[config.mk]
export PLATFORM = sky130hd
export DESIGN_NAME = key_event_queue
export DESIGN_NICKNAME = d
export VERILOG_FILES = /design/src/rtl/key_event_queue.sv
export SDC_FILE = /design/constraint.sdc
export NUM_CORES = 1
export LEC_CHECK = 0
export ABC_AREA = 0
export CAP_MARGIN = 40
export CORE_ASPECT_RATIO = 0.6
export CORE_MARGIN = 4
export CORE_UTILIZATION = 50
export CTS_CLUSTER_DIAMETER = 100
export CTS_CLUSTER_SIZE = 20
export DETAILED_ROUTE_END_ITERATION = 10
export GPL_TIMING_DRIVEN = 1
export PLACE_DENSITY = 0.83
export SYNTH_ARGS = -nofsm -noshare
export SYNTH_HDL_FRONTEND = slang
export SYNTH_SLANG_ARGS = --single-unit
[constraint.sdc]
create_clock -name CLK -period 2.1 [get_ports CLK]
set_input_delay 0.42 -clock CLK [delete_from_list [all_inputs] [get_ports CLK]]
set_output_delay 0.42 -clock CLK [all_outputs]
set_load 0.03 [all_outputs]
[src/rtl/key_event_queue.sv]
// key_event_queue: latches key pulses, pushes the lowest pending key into a show-ahead FIFO.
// Optional KEY_EVT_TIMESTAMP_EN adds a free-running counter and per-event timestamps on EVT_TS.
module key_event_queue #(
  parameter int N_KEYS = 4,
  parameter int DEPTH = 8,
`ifdef KEY_EVT_TIMESTAMP_EN
  parameter int TS_W = 16,
`endif
  parameter int CODE_W = $clog2(N_KEYS)
) (
  input  logic                   CLK,
  input  logic                   RESET,
  input  logic [N_KEYS-1:0]      PULSE,
  output logic                   EVT_VALID,
  input  logic                   EVT_READY,
  output logic [CODE_W-1:0]      EVT_CODE,
`ifdef KEY_EVT_TIMESTAMP_EN
  output logic [TS_W-1:0]        EVT_TS,
`endif
  output logic [$clog2(DEPTH):0] COUNT,
  output logic                   OVERFLOW,
  input  logic                   CLR_OVF
);
  localparam int AW = $clog2(DEPTH);
  localparam int CW = AW + 1;
  localparam logic [CW-1:0] FULL = CW'(DEPTH);
  logic [N_KEYS-1:0] pend, clr;
  logic [AW-1:0] wptr, rptr;
  logic [CODE_W-1:0] code_mem [DEPTH];
  logic [CODE_W-1:0] sel;
  logic pop, push, loss;
  // Storage is not reset; the head is masked so idle outputs read as zero.
  assign EVT_VALID = COUNT != '0;
  assign EVT_CODE = EVT_VALID ? code_mem[rptr] : '0;
  assign pop = EVT_VALID & EVT_READY;
  assign push = (|pend) & ((COUNT != FULL) | pop);
  always_comb begin
    sel = '0;
    for (int i = N_KEYS - 1; i >= 0; i--) sel = pend[i] ? CODE_W'(i) : sel;
  end
  assign clr = push ? N_KEYS'(1) << sel : '0;
  assign loss = |(PULSE & pend & ~clr);
  always_ff @(posedge CLK or posedge RESET)
    if (RESET) begin
      pend <= '0;
      wptr <= '0;
      rptr <= '0;
      COUNT <= '0;
      OVERFLOW <= 1'b0;
    end else begin
      pend <= (pend & ~clr) | PULSE;
      OVERFLOW <= loss | (OVERFLOW & ~CLR_OVF);
      if (push) wptr <= wptr + AW'(1);
      if (pop) rptr <= rptr + AW'(1);
      if (push != pop) COUNT <= push ? COUNT + CW'(1) : COUNT - CW'(1);
    end
  always_ff @(posedge CLK)
    if (push) code_mem[wptr] <= sel;
`ifdef KEY_EVT_TIMESTAMP_EN
  logic [TS_W-1:0] ts_cnt;
  logic [TS_W-1:0] stamp [N_KEYS];
  logic [TS_W-1:0] ts_mem [DEPTH];
  assign EVT_TS = EVT_VALID ? ts_mem[rptr] : '0;
  always_ff @(posedge CLK or posedge RESET)
    if (RESET) ts_cnt <= '0;
    else ts_cnt <= ts_cnt + TS_W'(1);
  // A dropped press must not overwrite the stamp of the press still pending.
  always_ff @(posedge CLK) begin
    for (int i = 0; i < N_KEYS; i++) if (PULSE[i] & (~pend[i] | clr[i])) stamp[i] <= ts_cnt;
    if (push) ts_mem[wptr] <= stamp[sel];
  end
`endif
endmodule

==> flow_metrics.tcl <==
set metrics [dict create \
    status "finished clean" \
    grt_overflow 0 \
    cts_buffers 5 \
    clock_latency_ns 0.28 \
    numPortBuffers 15 \
    grt_pass1_vias 1016 \
    clockRootBuffer "clkbuf_8" \
    finalCriticalPeriod_ns 2.095 \
    multi_input_area_sq_um 634.4 \
    synthTopCellsByArea "edfxtp_1 (32%), dfrtp_1 (25%), mux4_2 (5.9%)" \
    synth_cell_types 40 \
    final_core_util_pct 67.62 \
    fmax_ghz 0.4773 \
    nets 157 \
    clkTransAtPathRegs_ns 0.07 \
    drt-pass1-iter-count 4 \
    tightestPinTransition_ns 0.5896 \
    synthArstFlopShare_pct 48.39 \
    ant_nets 0 \
    fillers 213 \
    ff2ff_setup_slack_ns 0.005 \
    hold_path.class "in2async" \
    p_int_mw 1.843 \
    powerDensity_nw_per_um2 1491 \
    reg2reg_to "COUNT[3]" \
    antennaDiodeCount 0 \
    synthMostInstantiatedCell "edfxtp_1" \
    syn_inst 109 \
    ys.flop_type "edfxtp_1" \
    drt-wirelength-per-cell_microns 16.24 \
    vias 1002 \
    p_seq_share_pct 36.1 \
    postSynthAreaPerCell_sq_um 13.91 \
    slew_viol_final 0 \
    synth_seq_cells 31 \
    seq_area_frac_synth_pct 56.44 \
    rsz0062_at_grt "yes" \
    grtUsageMet2_pct 25.98 \
    pwr-share-clk_pct 19.5 \
    maxCapViolCount 0 \
    start_util_pct 52.47 \
    relSlewSlack_pct 60.65 \
    clockBufferDepth 2 \
    gp_congestion 0.8157 \
    fp.dieW_microns 79.10 \
    worst_setup_path_end_kind "flip-flop" \
    busiest_layer "met2" \
    p_leak_nw 0.7806 \
    pwr-share-comb_pct 44.4 \
    die_area_sq_um 4007 \
    coreArea_sq_um 2890 \
    antenna_found_initial 0 \
    fin_cells 187 \
    drive_above_1_share_pct 35.17 \
    reg2reg_from "pend[1]" \
    globalRouteMet3Util_pct 7.348 \
    r2r_cells 7 \
    finalSetupViolations 0 \
    track_usage_pct 17.63 \
    hold_viol 0 \
    netlist_area_sq_um 1516 \
    seq_area_sq_um 860.8 \
    drt-total-wl_microns 3036 \
    synth_top_area_cell "edfxtp_1" \
    dp_cells 177 \
    fin_crit_sh_pct 99.76 \
    grt_max_degree 16 \
    syn_to_final_growth_pct 28.88 \
    grt_pass1_wl_microns 5112 \
    yosys_warnings 0 \
    hold_buffers 0 \
    required_ns 2.30 \
    path_class "reg2reg" \
    worstSetupStartpointType "flip-flop" \
    via_per_inst 5.358 \
    met1_usage_pct 23.50 \
    cts_max_level 2 \
    io_pins 16 \
    drc 0 \
    synth_edf_count 16 \
    yosys-top-cells-count "edfxtp_1 (16), dfrtp_1 (15), nor2_1 (8), inv_1 (7)" \
    power.total_mw 2.913 \
    drt_iter0_markers 52 \
    p_sw_share_pct 36.75 \
    ir_worst_vdd_mv 0.7180 \
    synth.net_count 122 \
    post-dp-hpwl_microns 2211 \
    die_h_microns 50.66 \
    numClockSinks 31 \
    clock_skew_ns 0.003480 \
    rows 15 \
    crit_path_max_fanout 4 \
    p_sw_mw 1.070 \
    worstPathArrival_ns 2.30 \
    cts_tree "yes" \
    yosys.area.top_type_share_pct 31.68 \
]
-- power groups by stage --
stage               clock (mW)  combinational, mW  sequential (mW)
floorplan                    0              0.751             1.11
global placement             0               1.24             1.04
detailed placement           0               1.31             1.06
CTS                      0.581               1.30             1.05
global route             0.609               1.41             1.08
finish                   0.568               1.29             1.05
-- worst max-delay path: stages (launching register included) --
cell	delay [ns]
dfrtp_1	0.38
or4_4	0.58
o21ai_4	0.12
ha_4	0.23
a21o_1	0.18
a211oi_2	0.23
o2bb2ai_2	0.14
xor2_1	0.17
-- state kept, by name (all words and copies together), names as in the netlist --
signal    flops
COUNT         4
rptr          3
wptr          3
OVERFLOW      1
code_mem     16
pend          4
-- how the worst max path moves through the flow --
stage | end | slack [ns] | cells past startpoint | startpoint
floorplan | COUNT[3] | -0.08 | 8 | COUNT[1]
global placement | EVT_CODE[0] | -0.14 | 4 | rptr[0]
detailed placement | COUNT[3] | -0.26 | 8 | EVT_READY
CTS | EVT_CODE[1] | -0.08 | 4 | rptr[0]
global route | COUNT[3] | -0.08 | 7 | pend[1]
finish | COUNT[3] | 0.005 | 7 | pend[1]
-- stage by stage --
| step | hold WS (ns) | TNS [ns] | instance area (sq um) | setup slack (ns) |
|---|---|---|---|---|
| CTS | 0.5175 | -0.1254 | 1957 | -0.08234 |
| global route | 0.5688 | -0.2465 | 1954 | -0.08069 |
| global placement | 0.5269 | -0.7232 | 1836 | -0.1371 |
| detailed placement | 0.5588 | -1.410 | 1836 | -0.2570 |
| floorplan | 0.3213 | -0.07619 | 1546 | -0.07619 |
| finish | 0.5005 | 0 | 1954 | 0.005056 |
-- logic make-up after synthesis --
family / synth area share, %
flip-flops: 56.44
AO/OA/AOI/OAI: 10.81
AND/OR/NAND/NOR: 9.076
XOR/XNOR: 5.116
buffers and inverters: 3.713
multiplexers: 10.23
adder cells (fa/ha/maj): 4.621
-- cell type report --
cell class | count | area share, %
Clock inverter | 3 | 1.985
Multi-Input combinational cell | 66 | 32.46
Tap cell | 42 | 2.689
Timing Repair Buffer | 33 | 13.96
Sequential cell | 31 | 44.05
Inverter | 7 | 1.344
Clock buffer | 5 | 3.521
-- cells in the final DEF, fill, tap and decap left out, types with 2 or more instances in the layout --
cell             netlist  routed
ha_1                   4       3
xor2_1                 3       3
nor3_1                 3       3
clkbuf_8               0       5
clkdlybuf4s50_1        0      12
edfxtp_1              16      16
mux2_2                 4       4
nor4b_1                2       2
xnor2_1                4       4
nor2_1                 8       7
nand2_1                2       2
nand2b_1               2       2
mux4_2                 4       4
inv_1                  7       7
dfrtp_1               15      11
buf_4                  1      19
a31oi_1                2       2
nand3_1                2       2
dfrtp_2                0       4
a21oi_1                2       2
mux2i_1                2       2
a21o_1                 3       3
-- layer usage --
metal  vias to the layer above  routed length, microns
met3                         2                     232
li1                        473                       -
met5                         -                       0
met1                       487                    1438
met2                        40                    1354
met4                         0                      11
-- what timing repair did --
action | CTS | global route
setup buffers | 2 | 0
pin swaps | 3 | 2
setup endpoints to repair | 4 | 8
resized for setup | 11 | 7
No activity file was read; power rests on OpenSTA's default activity.
==> edit, RTL diff (same settings) <==
Change the parameter `DEPTH` from 8 to 16.
--- a/src/rtl/key_event_queue.sv
+++ b/src/rtl/key_event_queue.sv
@@ -3,5 +3,5 @@
 module key_event_queue #(
   parameter int N_KEYS = 4,
-  parameter int DEPTH = 8,
+  parameter int DEPTH = 16,
 `ifdef KEY_EVT_TIMESTAMP_EN
   parameter int TS_W = 16,
Ports: changed (resized COUNT); port bits go from 16 to 17. The function was not compared with the original's and may differ.
==> edit against the unedited design <==
Sequential share of layout area rose by 0.72 points. Clock skew rose by 0.011 ns. Total power rose by 48%. The run now ends with negative setup slack left. Global-route usage grew 2.9 points. Critical path depth down 2. Worst setup slack got worse by 0.19 ns. Highest routed layer unchanged. Synthesized cell count increased by 56%. Area after synthesis increased by 58%. Wire length grew 91%. Via count is 68% higher. Sequential cell count grew 19. Clock power down 7.4%. Critical endpoint is now EVT_CODE[0]. Largest power group unchanged. Cell area increased by 62%. Combinational power grew 70%.
==> edit: results (changes against the unedited design) <==
Outcome
  – Status: finished, violations left
  – Failing checks: negative setup slack

Timing
  – Final WS setup: -0.187 ns (-0.192 ns)
  – Post-route setup TNS: -0.349 ns (-0.349 ns)
  – Rel. slew slack: 52.3% (-8.3 points)
  – Finish-stage setup viols: 2 (+2)
  – Worst Clk Skew: 0.0144 ns (+0.0109 ns)
  – Hold WS: 0.531 ns (+0.0310 ns)

Global routing
  – GR Util met3: 4.64% (-2.7 points)
  – Met1 usage: 26.2% (+2.7 points)

Route
  – DR WL/cell: 19.9 microns (+23%)
  – Iteration-0 DRC Markers: 143 (+180%)
  – Routed wl met3: 380 microns (+64%)
  – Wl on met1: 2.33 mm (+62%)
  – DRT Wirelength: 5.78 mm (+91%)

Place
  – Dpl cells: 272 (+54%)
  – Dpl cell area: 2890 sq um (+57%)
  – Port Buffers: 16 (+1)
  – HPWL after DPL: 4.07 mm (+84%)

Power
  – VDD IR-drop max: 0.721 mV (+0.41%)
  – LEAKAGE: 1.24 nW (+59%)

Synth
  – Area contributors post-synth: edfxtp_1 (40%), dfrtp_1 (19%), mux4_2 (7.5%)
  – Yosys cell types: 38 (-5.0%)
  – Mux share of post-synthesis cell area: 9.76% (-0.47 points)
  – Avg Cell Area, Syn: 14.1 sq um (+1.4%)
  – Post-Synth Adder-Cell Area: 5.01% (+0.39 points)
## edit: changes by cell type after synthesis, sizes merged, moves of 4 or more
cell | before | now
and4 | 0 | 4
nand4 | 0 | 5
ha | 4 | 8
xnor2 | 4 | 8
mux4 | 4 | 8
and3 | 0 | 4
nand2 | 2 | 8
edfxtp | 16 | 32
## edit: area by class of cell
class | instances | area [sq um] | share of cell area (%)
Inverter | 10 | 40.0 | 1.26
Timing Repair Buffer | 55 | 475 | 15.0
Sequential cell | 50 | 1420 | 44.8
Multi-Input combinational cell | 104 | 1070 | 33.9
Clock buffer | 8 | 80.1 | 2.53
Tap cell | 63 | 78.8 | 2.49
## edit: cells by family after synthesis
family	after synthesis
AO/OA/AOI/OAI	29
AND/OR/NAND/NOR	43
buffers and inverters	16
multiplexers	13
XOR/XNOR	10
adder cells (fa/ha/maj)	9
flip-flops	50
## edit: what timing repair did
item	in CTS	in global routing
endpoints found under the setup margin	5	9
setup buffers	3	8
hold buffers	0	0
resized for setup	35	15
pin swaps	8	11
